## src/rtl/c1541_gcr_stream_if.sv

```systemverilog
// rtl/c1541_gcr_stream_if.sv - track-buffer RAM bus between the GCR stream engine and the buffer
interface c1541_gcr_stream_if #(
  parameter int ADDR_W = 13
);
  logic [ADDR_W-1:0] ram_addr;
  logic [7:0]        ram_do;
  logic [7:0]        ram_di;
  logic              ram_we;
  logic              ram_ready;

  modport master (output ram_addr, ram_di, ram_we, input ram_do, ram_ready);
  modport slave  (input ram_addr, ram_di, ram_we, output ram_do, ram_ready);
endinterface

```

## src/rtl/c1541_gcr_stream.sv

```systemverilog
// rtl/c1541_gcr_stream.sv - 1541 GCR bit stream engine between the track buffer and drive logic
module c1541_gcr_stream #(
  parameter int ADDR_W    = 13,
  parameter int BASE_DIV  = 104,
  parameter int STEP_DIV  = 8,
  parameter int SYNC_ONES = 10,
  parameter int PULSE_W   = 16
) (
  input  logic               clk32,
  input  logic               reset,
  input  logic               mtr,
  input  logic               mode,
  input  logic [1:0]         speed_zone,
  input  logic [ADDR_W-1:0]  track_len,
  input  logic [7:0]         din,
  output logic [7:0]         dout,
  output logic               sync_n,
  output logic               byte_n,
  c1541_gcr_stream_if.master ram
);
  localparam int CNT_W  = $clog2(BASE_DIV + 3 * STEP_DIV + 1);
  localparam int PCNT_W = (PULSE_W > 1) ? $clog2(PULSE_W) : 1;

  typedef enum logic [1:0] {S_IDLE, S_PEND, S_PULSE} pulse_state_t;

  pulse_state_t      state, state_nx;
  logic [CNT_W-1:0]  cnt, period, p_new;
  logic [2:0]        bit_idx, frame_cnt;
  logic [7:0]        rx, tx;
  logic [3:0]        ones, ones_next;
  logic              framed, mode_q, wr_pend;
  logic [PCNT_W-1:0] pcnt;
  logic              run, tick, mode_chg, rd_bit;
  logic              sync_now, sync_next, rd_start, rd_load, wr_done, byte_done;
  logic [ADDR_W-1:0] last_addr, addr_next;

  assign p_new    = CNT_W'(BASE_DIV) + CNT_W'(STEP_DIV) * CNT_W'(speed_zone);
  assign run      = mtr & ram.ram_ready;
  assign mode_chg = mode ^ mode_q;
  assign tick     = run & ~mode_chg & (cnt == period - CNT_W'(1));

  assign rd_bit    = ram.ram_do[3'd7 - bit_idx];
  assign ones_next = !rd_bit ? 4'd0 : (ones == 4'd15) ? ones : ones + 4'd1;
  assign sync_now  = (ones >= 4'(SYNC_ONES));
  assign sync_next = rd_bit & (ones_next >= 4'(SYNC_ONES));
  // First 0 after a SYNC run: that bit becomes bit 0 of a freshly framed byte
  assign rd_start  = sync_now & ~rd_bit;
  assign rd_load   = tick & mode & framed & ~sync_next & ~rd_start & (frame_cnt == 3'd7);
  assign wr_done   = tick & ~mode & (bit_idx == 3'd7);
  assign byte_done = rd_load | wr_done;

  // Wrap on >= so a track_len shrunk below the current address still wraps
  assign last_addr = (track_len == '0) ? '0 : track_len - ADDR_W'(1);
  assign addr_next = (ram.ram_addr >= last_addr) ? '0 : ram.ram_addr + ADDR_W'(1);

  always_ff @(posedge clk32 or posedge reset) begin
    if (reset) begin
      cnt          <= '0;
      period       <= CNT_W'(BASE_DIV);
      bit_idx      <= '0;
      frame_cnt    <= '0;
      rx           <= '0;
      tx           <= '0;
      ones         <= '0;
      framed       <= 1'b0;
      mode_q       <= 1'b1;
      wr_pend      <= 1'b0;
      dout         <= '0;
      sync_n       <= 1'b1;
      ram.ram_addr <= '0;
      ram.ram_di   <= '0;
      ram.ram_we   <= 1'b0;
    end else begin
      mode_q     <= mode;
      ram.ram_we <= 1'b0;
      if (wr_pend) begin
        ram.ram_addr <= addr_next;
        wr_pend      <= 1'b0;
      end
      // New zone period is picked up only at a counter wrap (or while idle)
      if (cnt == '0)
        period <= p_new;
      if (mode_chg) begin
        cnt       <= '0;
        bit_idx   <= '0;
        frame_cnt <= '0;
        rx        <= '0;
        tx        <= '0;
        ones      <= '0;
        framed    <= 1'b0;
        sync_n    <= 1'b1;
      end else if (!run) begin
        cnt <= '0;
        if (!mtr)
          sync_n <= 1'b1;
      end else if (!tick) begin
        cnt <= cnt + CNT_W'(1);
      end else begin
        cnt     <= '0;
        bit_idx <= bit_idx + 3'd1;
        if (mode) begin
          rx     <= {rx[6:0], rd_bit};
          ones   <= ones_next;
          sync_n <= ~sync_next;
          if (sync_next) begin
            frame_cnt <= '0;
          end else if (rd_start) begin
            framed    <= 1'b1;
            frame_cnt <= 3'd1;
          end else if (framed) begin
            frame_cnt <= frame_cnt + 3'd1;
            if (frame_cnt == 3'd7)
              dout <= {rx[6:0], rd_bit};
          end
          if (bit_idx == 3'd7)
            ram.ram_addr <= addr_next;
        end else begin
          if (bit_idx == 3'd0)
            tx <= din;
          // Write lands at the current address; the advance follows one clock later
          if (bit_idx == 3'd7) begin
            ram.ram_di <= tx;
            ram.ram_we <= 1'b1;
            wr_pend    <= 1'b1;
          end
        end
      end
    end
  end

  always_ff @(posedge clk32 or posedge reset) begin
    if (reset)
      state <= S_IDLE;
    else
      state <= state_nx;
  end

  always_comb begin
    state_nx = state;
    case (state)
      S_IDLE:  if (byte_done) state_nx = S_PEND;
      S_PEND:  state_nx = S_PULSE;
      S_PULSE: begin
        if (byte_done)
          state_nx = S_PEND;
        else if (pcnt == '0)
          state_nx = S_IDLE;
      end
      default: state_nx = S_IDLE;
    endcase
    if (mode_chg || !mtr)
      state_nx = S_IDLE;
  end

  always_comb begin
    byte_n = 1'b1;
    if (state == S_PULSE)
      byte_n = 1'b0;
  end

  always_ff @(posedge clk32 or posedge reset) begin
    if (reset)
      pcnt <= '0;
    else if (state == S_PEND)
      pcnt <= PCNT_W'(PULSE_W - 1);
    else if (state == S_PULSE && pcnt != '0)
      pcnt <= pcnt - PCNT_W'(1);
  end
endmodule

```

## src/flat_wrapper.sv

```systemverilog
// flat-port wrapper written by rule: the top's interface ports become plain ports
module c1541_gcr_stream_flat 
#(
  parameter int ADDR_W    = 13,
  parameter int BASE_DIV  = 104,
  parameter int STEP_DIV  = 8,
  parameter int SYNC_ONES = 10,
  parameter int PULSE_W   = 16
)
  (clk32, reset, mtr, mode, speed_zone, track_len, din, dout, sync_n, byte_n, ram_ram_addr, ram_ram_di, ram_ram_we, ram_ram_do, ram_ram_ready);
  c1541_gcr_stream_if #(.ADDR_W(ADDR_W)) ram_i ();
  input  logic clk32;
  input  logic reset;
  input  logic mtr;
  input  logic mode;
  input  logic [1:0] speed_zone;
  input  logic [ADDR_W-1:0] track_len;
  input  logic [7:0] din;
  output logic [7:0] dout;
  output logic sync_n;
  output logic byte_n;
  output wire logic [$bits(ram_i.ram_addr)-1:0] ram_ram_addr;
  output wire logic [$bits(ram_i.ram_di)-1:0] ram_ram_di;
  output wire logic [$bits(ram_i.ram_we)-1:0] ram_ram_we;
  input wire logic [$bits(ram_i.ram_do)-1:0] ram_ram_do;
  input wire logic [$bits(ram_i.ram_ready)-1:0] ram_ram_ready;
  assign ram_ram_addr = ram_i.ram_addr;
  assign ram_ram_di = ram_i.ram_di;
  assign ram_ram_we = ram_i.ram_we;
  assign ram_i.ram_do = ram_ram_do;
  assign ram_i.ram_ready = ram_ram_ready;
  c1541_gcr_stream #(.ADDR_W(ADDR_W), .BASE_DIV(BASE_DIV), .STEP_DIV(STEP_DIV), .SYNC_ONES(SYNC_ONES), .PULSE_W(PULSE_W)) u_core (.clk32(clk32), .reset(reset), .mtr(mtr), .mode(mode), .speed_zone(speed_zone), .track_len(track_len), .din(din), .dout(dout), .sync_n(sync_n), .byte_n(byte_n), .ram(ram_i));
endmodule
```

## config.mk

```make
export PLATFORM = sky130hd
export DESIGN_NAME = c1541_gcr_stream_flat
export DESIGN_NICKNAME = d
export VERILOG_FILES = /design/src/rtl/c1541_gcr_stream_if.sv /design/src/rtl/c1541_gcr_stream.sv /design/src/flat_wrapper.sv
export SDC_FILE = /design/constraint.sdc
export NUM_CORES = 1
export LEC_CHECK = 0
export BUFFER_PORTS_ARGS = -buffer_cell sky130_fd_sc_hd__buf_2
export CAP_MARGIN = 20
export CORE_MARGIN = 2
export CORE_UTILIZATION = 58
export DETAILED_ROUTE_END_ITERATION = 8
export HOLD_SLACK_MARGIN = 0.12
export PLACE_DENSITY_LB_ADDON = 0.1
export SYNTH_ARGS = -nofsm -noshare
export SYNTH_HDL_FRONTEND = slang
export SYNTH_SLANG_ARGS = --single-unit
```

## constraint.sdc

```tcl
create_clock -name clk32 -period 3.3 [get_ports clk32]
set_input_delay 0.495 -clock clk32 [delete_from_list [all_inputs] [get_ports clk32]]
set_output_delay 0.495 -clock clk32 [all_outputs]
set_load 0.01 [all_outputs]
```

Word-level counts from Yosys, hierarchy flattened
Index checks and enable logic that the tools add are counted.

word-level totals
  bits in latches = 0
  output and inout port bits = 32
  flip-flop bits (word level) = 80
  bits of input ports = 36
  memories = 0
  bits in read-only memories = 0
  word-level logic and storage cells = 149
  RAM bits = 0

cells by class
  equality and inequality tests = 13
  reductions and logical operators = 25
  multiplexer cells = 62
  shift operators = 0
  bitwise gates (word level) = 19
  add/sub/neg operators = 10
  multipliers = 0
  divide/modulo/power cells = 0
  magnitude comparators = 4

operators with widths
  kind                                                                  count
  13-bit 2-to-1 mux                                                     8
  8-bit 2-to-1 mux                                                      8
  4-bit 2-to-1 mux                                                      8
  3-bit 2-to-1 mux                                                      10
  7-bit 2-to-1 mux                                                      4
  1-bit 2-to-1 mux                                                      18
  13-bit by 1-bit adder with 13-bit output, second input constant       1
  13-bit >= comparator                                                  1
  13-bit zero test                                                      1
  13-bit by 1-bit subtractor with 13-bit output, second input constant  1
  1-bit AND                                                             12
  2-bit nonzero test                                                    6
  5-bit AND reduction                                                   2
  7-bit by 5-bit adder with 8-bit output, first input constant          1
  8-bit by 1-bit adder with 8-bit output, second input constant         1
  8-bit equality test                                                   1
  4-bit >= comparator, second input constant                            2
  8-bit zero test                                                       1
  2-bit 2-to-1 mux                                                      4
  4-bit AND reduction                                                   2
  8-bit AND reduction                                                   1
  4-bit nonzero test                                                    2
  8-bit by 1-bit subtractor with 8-bit output, second input constant    1
  3-bit by 1-bit adder with 3-bit output, second input constant         2
  25 further kinds                                                      35

Depth between registers and ports, before layout
Gate-level depths: netlist of the first run.

  depth in word-level cells = 14
  depth in mapped cells = 14

Least setup slack after synthesis of the first run
Ideal clock, no wire load.

  path kind = input port to flip-flop
  start point = input track_len[5]
  end point = register u_core.ram.ram_addr[7]
  data required time = 3.167 ns
  slack = -0.326 ns
  arrival = 3.493 ns
  stages = 13
  setup time = 0.133 ns
  path buffers = 2
  cell sequence = or4_4 > nor4_2 > or4b_1 > nand2b_1 > buf_2 > and2_1 > ha_1 > nand3_1 > or4_1 > o211a_1 > clkbuf_1 > a32oi_1 > o31ai_1

on the way
  word-level cells in the longest chain between the ends = 10
  elaborated cells between the ends (all ways) = 11
  those cells by class = 1 x add/sub; 1 x order compare; 8 x mux; 1 x reduce/logical

ends and longest elaborated chain
  element                                                                            line                       RTL
  from (decl)                                                                        flat_wrapper.sv:17         input logic [ADDR_W-1:0] track_len;
  13-bit by 1-bit subtractor with 13-bit output or 13-bit zero test (tied branches)  c1541_gcr_stream.sv:53     assign last_addr = (track_len == '0) ? '0 : track_len - ADDR_W'(1);
  13-bit 2-to-1 mux *                                                                c1541_gcr_stream.sv:53
  13-bit >= comparator *                                                             c1541_gcr_stream.sv:54     assign addr_next = (ram.ram_addr >= last_addr) ? '0 : ram.ram_addr + ADDR_W'(1);
  13-bit 2-to-1 mux *                                                                c1541_gcr_stream.sv:54
  13-bit 2-to-1 mux                                                                  c1541_gcr_stream.sv:76     if (wr_pend) begin
  13-bit 2-to-1 mux                                                                  c1541_gcr_stream.sv:115    if (bit_idx == 3'd7)
  13-bit 2-to-1 mux                                                                  c1541_gcr_stream.sv:101    if (mode) begin
  13-bit 2-to-1 mux                                                                  c1541_gcr_stream.sv:96     end else if (!tick) begin
  13-bit 2-to-1 mux                                                                  c1541_gcr_stream.sv:92     end else if (!run) begin
  13-bit 2-to-1 mux *                                                                c1541_gcr_stream.sv:83     if (mode_chg) begin
  to (signal assigned)                                                               c1541_gcr_stream.sv:77     ram.ram_addr <= addr_next;
  to (signal assigned)                                                               c1541_gcr_stream.sv:116    ram.ram_addr <= addr_next;
  to (decl)                                                                          c1541_gcr_stream_if.sv:11  modport master (output ram_addr, ram_di, ram_we, input ram_do, ram_ready);

Every way passes the cells marked *; elsewhere a longest branch is shown, timed or not.
A chain may end at the register's enable or synchronous reset.

Worst setup path in the final report of the first run
  start point = input track_len[5]
  end point = register u_core.ram.ram_addr[9]

The elaborated chain is that of the path after synthesis.

==> results of run 1 <==
-- per-layer routing --
layer	routed length [um]	vias to the layer above
li1	-	1804
met1	4640	1817
met2	4730	109
met3	474	17
met4	167	0
met5	0	-
-- registers in the layout, summed over array words and instances, names as in the netlist --
name / cells
u_core.cnt: 8
u_core.rx: 7
u_core.sync_n: 1
u_core.wr_pend: 1
u_core.framed: 1
u_core.dout: 8
u_core.bit_idx: 3
u_core.state: 2
u_core.mode_q: 1
u_core.period: 4
u_core.ram.ram_di: 8
u_core.pcnt: 4
u_core.ones: 4
u_core.frame_cnt: 3
u_core.ram.ram_addr: 13
u_core.tx: 8
-- stage by stage --
stage / total power [mW] / util (%) / hold slack, ns / setup TNS, ns / area (um2)
final: 1.85 / 71.1 / 0.218 / -0.00422 / 5470
after global routing: 1.93 / 71.1 / 0.246 / -0.620 / 5470
after CTS: 1.86 / 69.8 / 0.225 / 0 / 5360
after detailed placement: 1.15 / 67.2 / 0.470 / -4.07 / 5170
after global placement: 1.15 / 67.2 / 0.463 / -3.34 / 5170
after floorplan: 1.08 / - / 0.447 / -2.37 / 4610
-- cell type report --
type                       instances  share of cell area (%)
timing repair buffer              89                    10.0
tap                              102                    2.33
multi-input combinational        320                    46.9
clock inverter                     7                    1.35
inverter                          33                    2.27
clock buffer                       9                    2.27
sequential                        76                    34.9
-- logic make-up after synthesis --
kind of cell             count (synthesis)  share of synthesized area [%]
AND/OR/NAND/NOR                        146                           18.5
XOR/XNOR                                24                           4.61
multiplexers                            28                           7.33
adder cells (fa/ha/maj)                 30                           8.23
buffers and inverters                   48                           4.34
AO/OA/AOI/OAI                           91                           15.2
flip-flops                              76                           41.8
-- synth_stat cells, types with 3 or more instances --
| library cell | count | area share, % |
|---|---|---|
| nor4_1 | 4 | 0.55 |
| nor2_1 | 22 | 1.8 |
| a31oi_1 | 8 | 1.1 |
| nor3_1 | 4 | 0.44 |
| a21bo_2 | 6 | 1.3 |
| a22oi_1 | 3 | 0.49 |
| xnor2_1 | 13 | 2.5 |
| a21o_1 | 3 | 0.49 |
| o21ai_0 | 8 | 0.88 |
| a21oi_1 | 10 | 1.1 |
| nand4_1 | 16 | 2.2 |
| nand2b_1 | 9 | 1.2 |
| inv_1 | 32 | 2.6 |
| mux2i_1 | 9 | 2.0 |
| dfrtp_1 | 72 | 40 |
| a32oi_1 | 9 | 1.7 |
| mux2_2 | 9 | 2.2 |
| xor2_1 | 11 | 2.1 |
| a41oi_1 | 4 | 0.77 |
| ha_1 | 30 | 8.2 |
| and2_1 | 10 | 1.4 |
| o31ai_1 | 10 | 1.6 |
| nand3b_1 | 4 | 0.66 |
| a22o_1 | 7 | 1.3 |
| o22ai_1 | 4 | 0.55 |
| nand2_1 | 32 | 2.6 |
| clkbuf_1 | 9 | 0.74 |
| mux2_4 | 8 | 2.6 |
| nor2b_1 | 3 | 0.41 |
| dfstp_2 | 4 | 2.3 |
| and3_1 | 11 | 1.5 |
| nand3_1 | 13 | 1.4 |
| and4_1 | 4 | 0.77 |
-- worst min-delay path, stage by stage --
cell,delay [ns]
buf_2,0.10
inv_2,0.06
buf_12,0.34
-- final timing paths --
kind                                              start                                to  slack, ns  cells after the start
max reg2reg                u_core.period[3]$_DFFE_PP1N_        u_core.dout[0]$_DFFE_PP0P_       0.24                      8
max in group asynchronous                         reset      u_core.period[3]$_DFFE_PP1N_       2.74                      3
min reg2reg                     u_core.cnt[0]$_DFF_PP0_           u_core.cnt[0]$_DFF_PP0_       0.48                      1
min in group clk32                                 mode           u_core.mode_q$_DFF_PP1_       0.28                      1
min                                               reset  u_core.ram.ram_di[1]$_DFFE_PP0P_       0.22                      3
max                                        track_len[5]  u_core.ram.ram_addr[9]$_DFF_PP0_     -0.004                     13
-- power by group --
part / switching, mW / leakage, nW / total [mW] / internal, mW
clock: 0.408 / 0.101 / 0.707 / 0.299
combinational: 0.119 / 1.54 / 0.201 / 0.0816
sequential: 0.00574 / 1.03 / 0.945 / 0.939
-- what timing repair did --
action	in CTS	in global routing
resized for setup	0	12
setup buffers	0	0
endpoints found under the setup margin	0	11
==> results.toml, run 1 <==
[grt]
grt_start_max_net_pins = 77
grt-ovfl-total = 0
grt_pass1_vias = 3572
antenna_found_initial = 0
grt_use_met3_pct = 3.66
grt_pass1_wl_um = 16500
grt.met1_usage_pct = 32.7
grt_use_total_pct = 23.8
grt-busiest-layer = "met2"
grtUsageMet2_pct = 38.8

[critical_path]
crit_arrival_ns = 3.54
crit_family = "simple AND/OR/NAND/NOR gates"
crit_slowest_cell = "or4_4"
crit_path_frequent_cell = "or4_4"
required_ns = 3.54
crit_fanout = 6
crit_chain = "buf_6, or4_4, nor4_4, or4b_4, nand2b_4, and2_4, ha_4, nand3_1, or4_4, o211a_4, buf_12, a32oi_2, o31ai_1"
crit_path_start_kind = "input port"
crit_buf_inv = 2
critPathKind = "input port to register"
max_stage_delay_ns = 0.54
worstSetupEndpointType = "register"

[route]
vias = 3747
postRouteAntennaNets = 0
first_iter_violations = 172
dr.pass1.iters = 5
drc = 0
avgRoutedWirePerCell_um = 15.7
viasPerCell = 5.89
wl_um = 10000

[synthesis]
syn-mean-instance-area_um2 = 10.3
syn-instance-count = 443
synth_edf_count = 0
synth-main-ff-cell = "dfrtp_1"
synthArstFlopShare_pct = 100
synth_area_um2 = 4560
yosysUniqueCellTypes = 62
ys_ff_latch = 76
syn-num-nets = 509
yosys_warnings = 0
yosysSeqAreaShare_pct = 41.8

[run]
cap_violations = 0

[clock_tree]
clock_latency_ns = 0.36
cts_sinks = 76
hold_buffers = 0
clk_pin_slew_ns = 0.10
cts_made_buffers = 9
ctsHtreeMaxLevel = 3
clockRootBuffer = "clkbuf_8"
cts_buffer_depth = 2
tritoncts = "done"

[place]
preCtsSetupSlack_ns = -0.354
detailed_place_hpwl_um = 7280
io_buffers = 67
dp.cells = 618
gp_congestion = 0.813

[floorplan]
rows = 32
pin_count = 68
dieWidth_um = 92.7
fp.dieH_um = 92.7
core_area_um2 = 7690
dieArea_um2 = 8590
start_util_pct = 59.3

[timing]
rsz0062_at_grt = "true"
layout_setup_ws_ns = -0.00422
period_needed_ns = 3.30
worst_slew_pin_slew_ns = 0.668
hold_viol = 0
maxSlewViolCount = 0
setup_viol = 1
relSlewSlack_pct = 55.1
layout_worst_path_cycle_share_pct = 100
max_freq_mhz = 303
final.setup_skew_ns = 0.0114

[layout]
drive_gt1_share_pct = 29.2
fill_cells = 603
layout_commonest_cell = "dfrtp_1"
antennaDiodeCount = 0
layout_common_cells = "dfrtp_1 (72), buf_2 (66), inv_1 (31)"
nNetsFinal = 595
multiInputGateArea_um2 = 2560
register_area_um2 = 1910
area_growth_syn_to_layout_pct = 19.9
final_cells = 636

[outcome]
outcome = "finished, violations left"
violations = "setup timing"

[pwr]
p_per_area_nw_per_um2 = 339
p_leak_nw = 2.67
vdd_drop_max_mv = 0.285

[hold_path]
hold_path.class = "input port to asynchronous set/reset pin"
(Power assumes the default switching activity.)
==> run 2, diff against run 1 <==
--- a/config.mk
+++ b/config.mk
@@ -10,7 +10,7 @@
 export CORE_MARGIN = 2
 export CORE_UTILIZATION = 58
 export DETAILED_ROUTE_END_ITERATION = 8
-export HOLD_SLACK_MARGIN = 0.12
+export HOLD_SLACK_MARGIN = 0.03
 export PLACE_DENSITY_LB_ADDON = 0.1
 export SYNTH_ARGS = -nofsm -noshare
 export SYNTH_HDL_FRONTEND = slang
==> constraint.sdc (replaced) <==
create_clock -name clk32 -period 3.3 [get_ports clk32]
set_input_delay 0.495 -clock clk32 [delete_from_list [all_inputs] [get_ports clk32]]
set_output_delay 0.495 -clock clk32 [all_outputs]
set_load 0.005 [all_outputs]
==> results.toml, run 2 (synthesis results as in run 1) <==
[outcome]
outcome = "finished, violations left"
violations = "setup timing"

[grt]
grt-ovfl-total = 0
grt_pass1_vias = 3627
grt_pass1_wl_um = 16800
grt_use_total_pct = 24.5
antenna_found_initial = 0
grt_start_max_net_pins = 47

[clock_tree]
cts_sinks = 76
hold_buffers = 0
ctsHtreeMaxLevel = 3
clockRootBuffer = "clkbuf_8"
cts_made_buffers = 9
clk_pin_slew_ns = 0.09
clock_latency_ns = 0.35
tritoncts = "done"
cts_buffer_depth = 2

[layout]
antennaDiodeCount = 0
area_growth_syn_to_layout_pct = 21.6
final_util_pct = 72.1
top_register = "u_core.ram.ram_addr"
largest_register_ffs = 13
layout_common_cells = "dfrtp_1 (72), buf_2 (66), inv_1 (31), nand2_1 (31), ha_1 (29)"
final_cells = 639
nNetsFinal = 598
drive_gt1_share_pct = 31.3
layout_commonest_cell = "dfrtp_1"
fill_cells = 591

[floorplan]
pin_count = 68
rows = 32
fp.dieH_um = 92.7
dieWidth_um = 92.7
start_util_pct = 59.3
dieArea_um2 = 8590
core_area_um2 = 7690

[route]
drc = 0
postRouteAntennaNets = 0
first_iter_violations = 150
wl_um = 10300
avgRoutedWirePerCell_um = 16.1
viasPerCell = 5.91
dr.pass1.iters = 4
vias = 3774

[pwr]
p_per_area_nw_per_um2 = 328
vdd_drop_max_mv = 0.384
clkPwrFrac_pct = 36.7
p_leak_nw = 2.68
p_comb_share_pct = 11.2
power_frac_seq_pct = 52.0
p_int_mw = 1.32
p_sw_share_pct = 27.3
p_switching_mw = 0.496

[timing]
final.setup_skew_ns = 0.0134
worst_slew_pin_slew_ns = 0.674
setup_viol = 6
relSlewSlack_pct = 55.0
maxSlewViolCount = 0
layout_worst_path_cycle_share_pct = 101
hold_viol = 0
rsz0062_at_grt = "true"
layout_setup_ws_ns = -0.0453
period_needed_ns = 3.35
max_freq_mhz = 299
setup_tns_ns = -0.149

[critical_path]
crit_arrival_ns = 3.57
crit_family = "simple AND/OR/NAND/NOR gates"
crit_slowest_cell = "or4_4"
crit_chain = "buf_6, or4_4, nor4_4, or4b_4, nand2b_4, and2_4, ha_4, nand3_2, or4_4, o211a_4, clkbuf_16, a32oi_1, o31ai_1"
crit_path_frequent_cell = "or4_4"
reg2reg_depth = 9
crit_path_start = "track_len[5]"
crit_buf_inv = 2
r2r_end = "u_core.ram.ram_di[3]$_DFFE_PP0P_"
r2r_start = "u_core.period[3]$_DFFE_PP1N_"
critPathKind = "input port to register"
crit_path_end = "u_core.ram.ram_addr[9]$_DFF_PP0_"
required_ns = 3.52
crit_path_start_kind = "input port"
path_depth = 13
r2r_setup_slack_ns = 0.26
worstSetupEndpointType = "register"
crit_fanout = 6
max_stage_delay_ns = 0.55

[place]
preCtsSetupSlack_ns = -0.364
gp_congestion = 0.873
dp.cells = 619
detailed_place_hpwl_um = 7430
io_buffers = 67

[run]
cap_violations = 0

[hold_path]
hold_path.class = "input port to asynchronous set/reset pin"
## run 2: changes by cell type in the layout (fill, tap and decap cells not counted), moves of 2 or more
cell / previous run / this run
nand3_2: 0 / 2
a31oi_4: 0 / 3
inv_8: 2 / 0
nand3_1: 13 / 11
buf_4: 19 / 21
o31ai_2: 0 / 4
a31oi_1: 8 / 5
o31ai_1: 10 / 6
clkinvlp_4: 0 / 2
## run 2: worst min path at each step
stage | cells after the start | slack, ns | end
2_1_floorplan | 1 | 0.45 | u_core.cnt[0]$_DFF_PP0_
3_3_place_gp | 1 | 0.46 | u_core.cnt[0]$_DFF_PP0_
3_5_place_dp | 1 | 0.48 | u_core.dout[6]$_DFFE_PP0P_
4_1_cts | 2 | 0.25 | u_core.tx[3]$_DFFE_PP0P_
5_1_grt | 1 | 0.27 | u_core.mode_q$_DFF_PP1_
6_report | 2 | 0.23 | u_core.tx[3]$_DFFE_PP0P_
## run 2: cell type report
type                       instances  area [um2]  area share, %
timing repair buffer              92         576           10.4
clock inverter                     6        46.3          0.835
inverter                          33         124           2.23
sequential                        76        1910           34.4
clock buffer                      10         138           2.48
multi-input combinational        320        2630           47.4
tap                              102         128           2.30
## run 2: per-layer routing
layer,routed length (um),track usage (%),up-vias
li1,-,-,1811
met1,4740,33.0,1836
met2,4850,39.1,111
met3,505,6.18,16
met4,204,7.72,0
met5,0,0,-
## run 2: timing repair
action / CTS / global route
resized for setup: 0 / 26
endpoints found under the hold margin: 0 / 0
buffers inserted: 0 / 2
endpoints found under the setup margin: 0 / 13
## run 2: power groups by stage
stage / clock network (mW) / registers [mW] / logic [mW]
2_1_floorplan: 0 / 0.962 / 0.118
3_3_place_gp: 0 / 0.963 / 0.187
3_5_place_dp: 0 / 0.964 / 0.193
4_1_cts: 0.680 / 0.946 / 0.194
5_1_grt: 0.722 / 0.947 / 0.228
6_report: 0.668 / 0.945 / 0.204
## run 2: per-stage QoR
stage	power, mW	hold slack, ns	cell area, um2
after global placement	1.15	0.460	5170
after detailed placement	1.16	0.476	5170
after floorplan	1.08	0.447	4610
after CTS	1.82	0.252	5360
after global routing	1.90	0.274	5550
final	1.82	0.230	5550
